<file path="config.mk">
export PLATFORM = sky130hd
export DESIGN_NAME = qtable_dump_ctrl
export DESIGN_NICKNAME = d
export VERILOG_FILES = /design/src/rtl/qtable_dump_ctrl.sv
export SDC_FILE = /design/constraint.sdc
export NUM_CORES = 1
export LEC_CHECK = 0
export ABC_AREA = 1
export BUFFER_PORTS_ARGS = -buffer_cell sky130_fd_sc_hd__buf_2
export CELL_PAD_IN_SITES_DETAIL_PLACEMENT = 1
export CELL_PAD_IN_SITES_GLOBAL_PLACEMENT = 1
export CORE_ASPECT_RATIO = 1.4
export CORE_MARGIN = 2
export CORE_UTILIZATION = 42
export DETAILED_ROUTE_END_ITERATION = 8
export PLACE_DENSITY = 0.92
export SLEW_MARGIN = 20
export SYNTH_ARGS = -nofsm -noshare
export SYNTH_HDL_FRONTEND = slang
export SYNTH_SLANG_ARGS = --single-unit
</file>
<file path="constraint.sdc">
create_clock -name clk -period 4.5 [get_ports clk]
set_input_delay 0.225 -clock clk [delete_from_list [all_inputs] [get_ports clk]]
set_output_delay 0.225 -clock clk [all_outputs]
set_load 0.03 [all_outputs]
</file>
<file path="src/rtl/qtable_dump_ctrl.sv">
// Q-table end-of-run dump sequencer: walks every Q-table address through the
// granted read port and streams each word to the result file writer, then closes the file.
module qtable_dump_ctrl #(
  parameter int DATA_WIDTH  = 32,
  parameter int ADDR_WIDTH  = 6,
  parameter int NUM_ENTRIES = 64,
  parameter int RD_LATENCY  = 1
) (
  input  logic                  clk,
  input  logic                  rst,
  input  logic                  start,
  input  logic                  hold,
  output logic                  mem_req,
  input  logic                  mem_gnt,
  output logic                  mem_rd_en,
  output logic [ADDR_WIDTH-1:0] mem_addr,
  input  logic [DATA_WIDTH-1:0] mem_rdata,
  output logic [DATA_WIDTH-1:0] wr_data,
  output logic                  wr_valid,
  output logic                  wr_stop,
  output logic                  busy,
  output logic                  done
);

  localparam int CNT_W = ADDR_WIDTH + 2;
  localparam logic [ADDR_WIDTH-1:0] LAST_ADDR = ADDR_WIDTH'(NUM_ENTRIES - 1);
  localparam logic [ADDR_WIDTH-1:0] ADDR_ONE  = ADDR_WIDTH'(1);
  localparam logic [CNT_W-1:0]      CNT_ONE   = CNT_W'(1);

  typedef enum logic [2:0] {
    ST_IDLE  = 3'd0,
    ST_REQ   = 3'd1,
    ST_READ  = 3'd2,
    ST_DRAIN = 3'd3,
    ST_STOP  = 3'd4
  } state_t;

  state_t                state_r;
  logic [ADDR_WIDTH-1:0] next_addr_r;
  logic [RD_LATENCY-1:0] pipe_r;
  logic [CNT_W-1:0]      inflight_r;
  logic                  issue_s;
  logic                  pipe_out_s;
  logic                  drained_s;

  assign issue_s    = (state_r == ST_READ) && mem_gnt && !hold;
  assign pipe_out_s = pipe_r[RD_LATENCY-1];
  // Drained once every issued read has reached the writer and nothing is still in the RAM pipe.
  assign drained_s  = (inflight_r == {CNT_W{1'b0}}) && (pipe_r == {RD_LATENCY{1'b0}});

  // Read-data valid pipeline, matching the RAM latency; never stalled by hold.
  always_ff @(posedge clk or posedge rst) begin
    if (rst) begin
      pipe_r <= {RD_LATENCY{1'b0}};
    end else begin
      pipe_r[0] <= mem_rd_en;
      for (int i = 1; i < RD_LATENCY; i++) begin
        pipe_r[i] <= pipe_r[i-1];
      end
    end
  end

  // Writer data path and count of reads issued but not yet handed to the writer.
  always_ff @(posedge clk or posedge rst) begin
    if (rst) begin
      wr_data    <= {DATA_WIDTH{1'b0}};
      wr_valid   <= 1'b0;
      inflight_r <= {CNT_W{1'b0}};
    end else begin
      wr_valid <= pipe_out_s;
      if (pipe_out_s) begin
        wr_data <= mem_rdata;
      end
      case ({issue_s, pipe_out_s})
        2'b10:   inflight_r <= inflight_r + CNT_ONE;
        2'b01:   inflight_r <= inflight_r - CNT_ONE;
        default: inflight_r <= inflight_r;
      endcase
    end
  end

  // Dump sequencing FSM with registered port-request, read-strobe and stop outputs.
  always_ff @(posedge clk or posedge rst) begin
    if (rst) begin
      state_r     <= ST_IDLE;
      mem_req     <= 1'b0;
      mem_rd_en   <= 1'b0;
      mem_addr    <= {ADDR_WIDTH{1'b0}};
      next_addr_r <= {ADDR_WIDTH{1'b0}};
      wr_stop     <= 1'b0;
      done        <= 1'b0;
      busy        <= 1'b0;
    end else begin
      mem_rd_en <= issue_s;
      wr_stop   <= 1'b0;
      done      <= 1'b0;
      case (state_r)
        ST_IDLE: begin
          if (start) begin
            state_r     <= ST_REQ;
            mem_req     <= 1'b1;
            busy        <= 1'b1;
            mem_addr    <= {ADDR_WIDTH{1'b0}};
            next_addr_r <= {ADDR_WIDTH{1'b0}};
          end
        end
        ST_REQ: begin
          if (mem_gnt) begin
            state_r <= ST_READ;
          end
        end
        ST_READ: begin
          if (issue_s) begin
            // mem_addr shows the address being strobed; it parks on the last entry.
            mem_addr <= next_addr_r;
            if (next_addr_r == LAST_ADDR) begin
              state_r <= ST_DRAIN;
            end else begin
              next_addr_r <= next_addr_r + ADDR_ONE;
            end
          end
        end
        ST_DRAIN: begin
          if (drained_s) begin
            state_r <= ST_STOP;
            wr_stop <= 1'b1;
            done    <= 1'b1;
            mem_req <= 1'b0;
          end
        end
        ST_STOP: begin
          state_r <= ST_IDLE;
          busy    <= 1'b0;
        end
        default: begin
          state_r <= ST_IDLE;
          mem_req <= 1'b0;
          busy    <= 1'b0;
        end
      endcase
    end
  end

endmodule
</file>
==> results.env <==
PATH_CLK_SLEW_PS=70
CLOCK_POWER_SHARE=0.193
OVERFLOW=0
MULTI_INPUT_COMB_AREA_SQ_MM=0.00118
GRT_ANTENNA_BEFORE_REPAIR=1
FINALWORSTSETUPSLACK_PS=1660
STARTPOINT_TYPE='register'
ROWS=35
CTS.HTREE.LEVELS=3
RUN_STATUS='finished clean'
RSZ_0062_RAISED_AFTER_GLOBAL_ROUTING='false'
VIAS=2400
CP_DATA_ARRIVAL_TIME_PS=3080
YS_WARN_COUNT=0
WORST_EP_REQUIRED_TIME_PS=4740
SYNTH_TOP_CELLS_BY_AREA='dfrtp_1 (53%), mux2_2 (12%), nand2_1 (11%), nand3_1 (5.7%), inv_1 (3.8%)'
POST_SYNTH_INSTANCE_AREA_SQ_MM=0.00289
GRT_PASS1_VIAS=2649
SYNTH-SEQ-AREA-SHARE=0.529
CLOCK_INSERTION_DELAY_WORST_SKEW_PS=350
TIMING.FINAL.MAX_SLEW_VIOLATIONS=0
REG2REG_TO='inflight_r[6]'
I_O_PINS=81
CRIT_PATH_MAX_FANOUT=14
DP_HPWL_UM=5860
TIMING_HOLD_VIOLATIONS_FINAL=0
FLOORPLAN.INITIALDENSITY=0.437
HOLDCRITPATHCLASS='primary input to async pin'
NNETSFINAL=427
WORST_CLOCK_SKEW_PS=12.2
GRT_PASS1_WL_UM=12700
INITIAL_DRC_COUNT=114
DETAILEDROUTE.FIRSTPASSITERATIONCOUNT=4
IO_BUFFER_COUNT=80
POST_ROUTE_CELLS_DRIVE_ABOVE_1_SHARE=0.364
AREA.GROWTH.SYNTH_TO_FINAL_PCT=23.4
SYNTH_CELL_TYPE_COUNT=28
MAX_SLEW.WORST_PIN.SLEW_PS=784
SETUP_VIOL_COUNT_FINAL=0
PLACE.GP.CONGESTION=0.890
P_INT_mW=1.42
DETAIL_ROUTE.DRC_VIOLATIONS=0
POWER.SWITCHING_FRACTION=0.448
SYNTH.LARGEST_AREA_CELL='dfrtp_1'
CORE_SQ_MM=0.00661
GRT_UTIL_ALL_LAYERS=0.227
CRITICAL_PATH.REG2REG.STARTPOINT='state_r[0]'
CTS_BUFFERS=9
YOSYSTOPAREACELLSHARE=0.529
MAX_CAP_VIOL_COUNT=0
AVGVIACOUNTPERCELL=4.97
VDD.IR_DROP.WORST_V=0.000426
PIN_COUNT_OF_THE_BIGGEST_NET_ENTERING_GLOBAL_ROUTING=62
WORST_SETUP_PATH_END_KIND='register'
DRT-TOTAL-WL_UM=7970
CTS.REPAIR_TIMING.SETUP_BUFFER_COUNT=0
LAYOUT.AREA.SEQ_SQ_MM=0.00153
FINAL_ANT_VIOL_NETS=0
PERIOD_SHARE=0.631
TIMING.SETUP.TNS_PS=0
POWER_PER_CELL_AREA_mW_PER_MM2=723
RR_WORST_DEPTH=14
SEQ_POWER_SHARE=0.351
CTS-ROOT-BUF='clkbuf_8'
FILLCELLCOUNT=781
CLOCK_TREE_FROM_TRITONCTS='done'
CLOCK_SINKS=61
FINALWORSTPATHREQUIREDPERIOD_PS=2840
CRITICALPATHCATEGORY='register to register'
SYNTH_AREA_PER_CELL_SQ_UM=9.53
CHIPWIDTH_UM=74.1
MOST_FREQUENT_STANDARD_CELL_IN_THE_LAYOUT_EXCLUDING_FILL_AND_TAP_CELLS='nand2_1'
SLEW_HEADROOM=0.477
SYNTH.FF_LATCH_COUNT=61
AVGROUTEDWIREPERCELL_UM=16.5
MAXCLOCKFREQUENCY_MHz=352
LAYOUT.CELLS.MOST_COMMON_LIST='nand2_1 (83), buf_2 (80), dfrtp_1 (61)'
LEAKAGEPOWER_nW=1.92
POST-PLACE-WS_PS=1660
POST_CTS.RESIZED_INSTANCES=0
DIE_Y_UM=102
POST_CTS_HOLD_BUFFER_COUNT=0
POWER.SWITCHING_mW=1.15
TIMING.REG2REG.SETUP_SLACK_PS=1660
COMB_POWER_SHARE=0.456
SYNTH.NET_COUNT=344
CTS_MAX_PATH_BUFFERS=2
SYN-INSTANCE-COUNT=303
DIE_AREA_SQ_MM=0.00756
state kept, by name (all words and copies together) (netlist names):
signal,flops
mem_rd_en,1
state_r,3
mem_req,1
mem_addr,6
inflight_r,8
wr_valid,1
next_addr_r,6
wr_data,32
done,1
busy,1
pipe_out_s,1
worst max path at each step:
stage | from | endpoint | cells after the start
floorplan | state_r[0] | inflight_r[6] | 14
global placement | state_r[0] | inflight_r[6] | 14
detailed placement | state_r[0] | inflight_r[6] | 14
CTS | state_r[0] | inflight_r[6] | 14
global route | state_r[0] | inflight_r[6] | 14
finish | state_r[0] | inflight_r[6] | 14
cell usage after synthesis (all sizes together):
| cell | n |
|---|---|
| inv | 31 |
| o21a | 1 |
| nor2 | 17 |
| nand2 | 85 |
| clkbuf | 2 |
| nor3 | 1 |
| xnor2 | 2 |
| a21oi | 3 |
| dfrtp | 61 |
| ha | 4 |
| o21ai | 13 |
| or2 | 1 |
| o21bai | 2 |
| clkinv | 1 |
| nand3 | 34 |
| o2bb2ai | 1 |
| xor2 | 4 |
| buf | 8 |
| mux2 | 32 |
power by group through the flow:
| stage | combinational (mW) | sequential [mW] | clock (mW) |
|---|---|---|---|
| floorplan | 0.539 | 1.21 | 0 |
| global placement | 1.13 | 0.891 | 0 |
| detailed placement | 1.17 | 0.916 | 0 |
| CTS | 1.19 | 0.906 | 0.508 |
| global route | 1.27 | 0.935 | 0.530 |
| finish | 1.17 | 0.904 | 0.496 |
critical path: stages (launching register included):
cell and delay, ps:
dfrtp_1 450, nor3_4 530, nand2_4 180, ha_1 390
inv_1 210, nand2_1 90, nand2_1 80, inv_1 40
ha_1 160, a21oi_1 190, inv_1 90, nand3_1 110
nand3_1 80, nand3_1 90, nand2_1 60
final cells by class:
class,count,area share
clock buffer,11,0.0425
clock inverter,4,0.0133
tap,92,0.0323
antenna,1,0.000702
multi-input combinational,200,0.333
sequential,61,0.428
timing repair buffer,82,0.117
inverter,32,0.0337
cells by family after synthesis:
group	Yosys count	share of synthesized area
multiplexers	32	0.125
buffers and inverters	42	0.0611
AND/OR/NAND/NOR	138	0.205
XOR/XNOR	6	0.0182
adder cells (fa/ha/maj)	4	0.0173
AO/OA/AOI/OAI	20	0.0446
flip-flops	61	0.529
per-layer routing:
| layer | vias to the layer above | routed length [um] | GRT usage |
|---|---|---|---|
| met5 | - | 0 | 0 |
| met4 | 0 | 315 | 0.110 |
| met3 | 19 | 232 | 0.0572 |
| met2 | 53 | 4440 | 0.407 |
| met1 | 1194 | 2990 | 0.244 |
| li1 | 1134 | - | - |
stage by stage:
stage,instances,hold WS (ps),utilization,power [mW],area [sq um]
after global placement,467,367,0.508,2.02,3360
after CTS,482,97.3,0.539,2.60,3560
after global routing,483,102,0.539,2.73,3560
after floorplan,303,377,-,1.75,2890
after detailed placement,467,393,0.508,2.09,3360
final,483,109,0.539,2.57,3560
Note: power is estimated with default switching activity, not from simulation.
